File: src/rtl/mat_pkg.sv
// Shared widths, FSM state encoding and row extraction helper for the matrix row streamer.
package mat_pkg;

    localparam int ELEM_W = 8;
    localparam int N_ROWS = 5;
    localparam int N_COLS = 5;
    localparam int ROW_W  = N_COLS * ELEM_W;
    localparam int MAT_W  = N_ROWS * ROW_W;
    localparam int IDX_W  = 3;

    typedef enum logic [1:0] {
        ST_IDLE  = 2'd0,
        ST_ISSUE = 2'd1,
        ST_DONE  = 2'd2
    } state_e;

    // Row 0 occupies the most significant ROW_W bits of the packed matrix.
    function automatic logic [ROW_W-1:0] row_sel(input logic [MAT_W-1:0] mat,
                                                 input logic [IDX_W-1:0] idx);
        logic [ROW_W-1:0] row;
        row = '0;
        for (int r = 0; r < N_ROWS; r++) begin
            if (idx == IDX_W'(r)) row = mat[MAT_W-1-r*ROW_W -: ROW_W];
        end
        return row;
    endfunction

endpackage

File: src/rtl/row_neg_ovf_chk.sv
// Combinational scan of one packed row for the most-negative element value,
// whose two's-complement negation does not fit in the element width.
module row_neg_ovf_chk
    import mat_pkg::*;
(
    input  logic [ROW_W-1:0] row_i,
    output logic             ovf_o
);

    localparam logic [ELEM_W-1:0] MOST_NEG = {1'b1, {(ELEM_W-1){1'b0}}};

    always_comb begin
        ovf_o = 1'b0;
        for (int c = 0; c < N_COLS; c++) begin
            if (row_i[ROW_W-1-c*ELEM_W -: ELEM_W] == MOST_NEG) ovf_o = 1'b1;
        end
    end

endmodule

File: src/rtl/mat_row_stream.sv
// Latches a packed matrix on start, streams it row by row to an external row unit
// over a req/ack handshake and assembles the returned rows into a result matrix.
module mat_row_stream
    import mat_pkg::*;
#(
    parameter bit CHK_NEG_OVF = 1'b1
) (
    input  logic             clk,
    input  logic             rst,
    input  logic             start,
    input  logic [MAT_W-1:0] mat_in,
    output logic             busy,
    output logic             done,
    output logic [MAT_W-1:0] mat_out,
    output logic             neg_ovf,
    output logic             row_req,
    output logic [IDX_W-1:0] row_idx,
    output logic [ROW_W-1:0] row_data,
    input  logic             row_ack,
    input  logic [ROW_W-1:0] row_res
);

    state_e           state_q, state_d;
    logic [MAT_W-1:0] src_q, src_d;
    logic [MAT_W-1:0] res_q, res_d;
    logic [IDX_W-1:0] idx_q, idx_d;
    logic             ovf_q, ovf_d;
    logic             row_ovf;

    assign row_data = row_sel(src_q, idx_q);
    assign row_idx  = idx_q;
    assign mat_out  = res_q;
    assign neg_ovf  = ovf_q;
    assign busy     = (state_q == ST_ISSUE);
    assign row_req  = (state_q == ST_ISSUE);
    assign done     = (state_q == ST_DONE);

    row_neg_ovf_chk u_chk (
        .row_i (row_data),
        .ovf_o (row_ovf)
    );

    always_ff @(posedge clk or posedge rst) begin
        if (rst) begin
            state_q <= ST_IDLE;
            src_q   <= '0;
            res_q   <= '0;
            idx_q   <= '0;
            ovf_q   <= 1'b0;
        end else begin
            state_q <= state_d;
            src_q   <= src_d;
            res_q   <= res_d;
            idx_q   <= idx_d;
            ovf_q   <= ovf_d;
        end
    end

    // The row index only advances on an accepted row; it is reset to 0 only by a new start.
    always_comb begin
        state_d = state_q;
        src_d   = src_q;
        res_d   = res_q;
        idx_d   = idx_q;
        ovf_d   = ovf_q;
        case (state_q)
            ST_IDLE: begin
                if (start) begin
                    src_d   = mat_in;
                    idx_d   = '0;
                    ovf_d   = 1'b0;
                    state_d = ST_ISSUE;
                end
            end
            ST_ISSUE: begin
                if (row_ack) begin
                    for (int r = 0; r < N_ROWS; r++) begin
                        if (idx_q == IDX_W'(r)) res_d[MAT_W-1-r*ROW_W -: ROW_W] = row_res;
                    end
                    if (CHK_NEG_OVF && row_ovf) ovf_d = 1'b1;
                    if (idx_q == IDX_W'(N_ROWS-1)) state_d = ST_DONE;
                    else                           idx_d   = idx_q + 1'b1;
                end
            end
            ST_DONE: begin
                state_d = ST_IDLE;
            end
            default: begin
                state_d = ST_IDLE;
            end
        endcase
    end

endmodule

File: config.mk
export PLATFORM = sky130hd
export DESIGN_NAME = mat_row_stream
export DESIGN_NICKNAME = d
export VERILOG_FILES = /design/src/rtl/mat_pkg.sv /design/src/rtl/row_neg_ovf_chk.sv /design/src/rtl/mat_row_stream.sv
export SDC_FILE = /design/constraint.sdc
export NUM_CORES = 1
export LEC_CHECK = 0
export CAP_MARGIN = 20
export CELL_PAD_IN_SITES_DETAIL_PLACEMENT = 1
export CELL_PAD_IN_SITES_GLOBAL_PLACEMENT = 1
export CORE_MARGIN = 2
export CORE_UTILIZATION = 38
export DETAILED_ROUTE_END_ITERATION = 12
export GPL_ROUTABILITY_DRIVEN = 0
export PLACE_DENSITY = 0.77
export SLEW_MARGIN = 20
export SYNTH_ARGS = -nofsm -noshare
export SYNTH_HDL_FRONTEND = slang
export SYNTH_SLANG_ARGS = --single-unit
File: constraint.sdc
create_clock -name clk -period 21.8 [get_ports clk]
set_clock_uncertainty 0.05 [all_clocks]
set_input_delay 6.54 -clock clk [delete_from_list [all_inputs] [get_ports clk]]
set_output_delay 6.54 -clock clk [all_outputs]
set_load 0.01 [all_outputs]
==> impl_metrics.json <==
{
  "reg2reg_slack_ps": 17360,
  "rsz0062_at_grt": "no",
  "p_comb_frac": 0.456,
  "fin_cells": 2367,
  "synth_area_um2": 16930,
  "synth_warnings": 0,
  "n_fill_cell": 4527,
  "peakVddDrop_uv": 95.72,
  "io_pins": 491,
  "worstPathMaxFanout": 46,
  "cap_violations": 0,
  "dieArea_um2": 46250,
  "leakagePower_nw": 10.09,
  "core_um2": 44120,
  "cts.reportedPaths.clkPinSlew_ps": 50,
  "cts-root-buf": "clkbuf_16",
  "ys_ff_latch": 406,
  "hp-class": "reg2reg",
  "async_reset_ff_frac": 1.000,
  "power.switching_mw": 1.359,
  "status": "completed",
  "cts_made_buffers": 47,
  "critical_path_arrival_ps": 4150,
  "portBuffers": 490,
  "synth-edff-count": 0,
  "drtPass1Iterations": 5,
  "drt_iter0_markers": 881,
  "hold_buffers": 0,
  "finalHoldViolCount": 0,
  "yosysSeqAreaShare": 0.6002,
  "finalSetupViolCount": 0,
  "initial_core_util": 0.3836,
  "ys_types": 41,
  "post-route-util": 0.5406,
  "slowest_delay_ps": 930,
  "yosysTopAreaCell": "dfrtp_1",
  "cp.required_ps": 15210,
  "tritoncts": "built",
  "overflow": 0,
  "first_global_vias": 13863,
  "fin_crit_ps": 10740,
  "critical_path_class": "reg2out",
  "p_int_mw": 2.533,
  "grt_usage": 0.2554,
  "min_path_cells": 1,
  "pwr_density_cell_nw_per_um2": 163.2,
  "finalSetupTns_ps": 0,
  "dp_cells": 2280,
  "cp-start-kind": "register",
  "timing.fmax_ghz": 0.09308,
  "slew_viol_final": 0,
  "totalWireLength_um": 59370,
  "maxSlewHeadroom": 0.2735,
  "nNetsFinal": 1986,
  "wire_per_inst_um": 25.08,
  "period_share": 0.4928,
  "drc": 0,
  "clock_latency_ps": 570,
  "drive_above_1_share": 0.2599,
  "grt_pass1_wl_um": 89660,
  "seqPwrFrac": 0.348,
  "worst_path_max_delay_cell": "or2_2",
  "yosys.cell_count.top_type": "dfrtp_1",
  "vias": 12407,
  "synth_top_cell_area_share": 0.6002,
  "hpwl_um": 39060,
  "synthTopCellsByArea": "dfrtp_1, mux2_2, a21oi_1, o21ai_0, a221o_1",
  "clock_path_buffers": 3,
  "cts.sinks": 406,
  "syn_nets": 1522,
  "antenna_found_initial": 12,
  "cts_setup_buffers": 0,
  "cts.repair.resized": 0,
  "die_h_um": 215.1,
  "pwr-share-clk": 0.196,
  "end_kind": "output pin",
  "htreeDepth": 2,
  "synth_flop_cell": "dfrtp_1",
  "synth_commonest_cells": "dfrtp_1, mux2_2, a21oi_1",
  "crit_path_cell_trace": "ha_1, ha_2, or2_2, a21oi_1, a221o_1, clkdlybuf4s50_1",
  "grt_max_degree": 206,
  "row_count": 77,
  "dieWidth_um": 215.1,
  "avgSynthCellArea_um2": 13.30,
  "drtAntennaViolNets": 0,
  "routed_via_density": 5.242,
  "reg2reg_depth": 9,
  "p_sw_frac": 0.3491,
  "synth_cells": 1273,
  "area_delta_synth_final_pct": 40.93,
  "worstMarginPinSlew_ps": 1090
}
## path summary, 6_finish.rpt
check | endpoint | start
min in group asynchronous | mat_out[120] | rst
setup / recovery | row_data[36] | row_idx[1]
hold reg to reg | src_q[168] | src_q[168]
hold / removal | src_q[168] | src_q[168]
max in group asynchronous | mat_out[194] | rst
setup reg to reg | neg_ovf | row_idx[1]
## per-layer routing
metal	share of wire	global-route usage	vias to the layer above
li1	-	-	5442
met1	0.41	0.3171	6413
met2	0.48	0.4125	467
met3	0.092	0.09752	79
met4	0.023	0.08046	6
met5	0.00059	0	-
## area by class of cell
cell class	count	area [um^2]	share of cell area
multi-input combinational	736	6255	0.2622
clock buffer	73	1446	0.06063
antenna	9	22.52	0.0009441
timing repair buffer	504	5035	0.2111
clock inverter	5	30.03	0.001259
sequential	406	10160	0.4259
inverter	42	165.2	0.006924
tap	592	740.7	0.03105
## sequential cells by signal, indices dropped and copies added (netlist names)
register and cells:
neg_ovf 1, row_idx 3, src_q 200, mat_out 200, state_q 2
## cell usage in the layout, fill, tap and decap left out, types with 2 or more instances in the layout
cell and count:
nand3b_1 5, o21ai_0 76, nor4_1 4, a221oi_1 2, ha_2 3, clkbuf_8 13
nand2_2 4, mux2_2 364, clkbuf_16 49, clkinv_2 3, a21o_1 2, nor2_1 9
clkinvlp_4 2, a221o_1 34, diode_2 9, a22o_1 3, dfrtp_1 406, clkbuf_1 11
clkdlybuf4s50_1 490, a21oi_1 83, and3_1 39, nand2_1 77, nor2b_1 5, buf_4 12
buf_12 2, inv_1 41, nand3_1 3
## through the flow
stage	cell area, um^2	total power, mW	setup slack, ps	hold WS (ps)
2_1_floorplan	16930	2.204	3915	422.2
3_3_place_gp	22360	3.044	11820	433.4
3_5_place_dp	22360	3.108	11700	437.4
4_1_cts	23830	3.922	11050	449.8
5_1_grt	23850	4.098	10850	459.2
6_report	23850	3.892	11060	449.6
## worst max-delay path: cells and delay by family, from the launching register on
| kind | cells | cell delay (ps) |
|---|---|---|
| simple gates | 1 | 930 |
| compound gates | 2 | 560 |
| buf+inv | 1 | 520 |
| flops | 1 | 470 |
| fa+ha+maj | 2 | 1070 |
## power by group through the flow
stage	Clock [mW]	Sequential (mW)	Combinational (mW)
3_3_place_gp	0	1.32	1.72
5_1_grt	0.807	1.40	1.89
6_report	0.762	1.35	1.78
3_5_place_dp	0	1.35	1.76
4_1_cts	0.781	1.35	1.79
2_1_floorplan	0	1.38	0.823
## logic make-up after synthesis
| kind of cell | share of synthesized area |
|---|---|
| adders and majority gates | 0.003696 |
| DFF | 0.6002 |
| AOI/OAI and AO/OA | 0.07481 |
| muxes | 0.2422 |
| and+or+nand+nor | 0.04605 |
| buffers and inverters | 0.03304 |
Note: power is estimated with default switching activity, not from simulation.
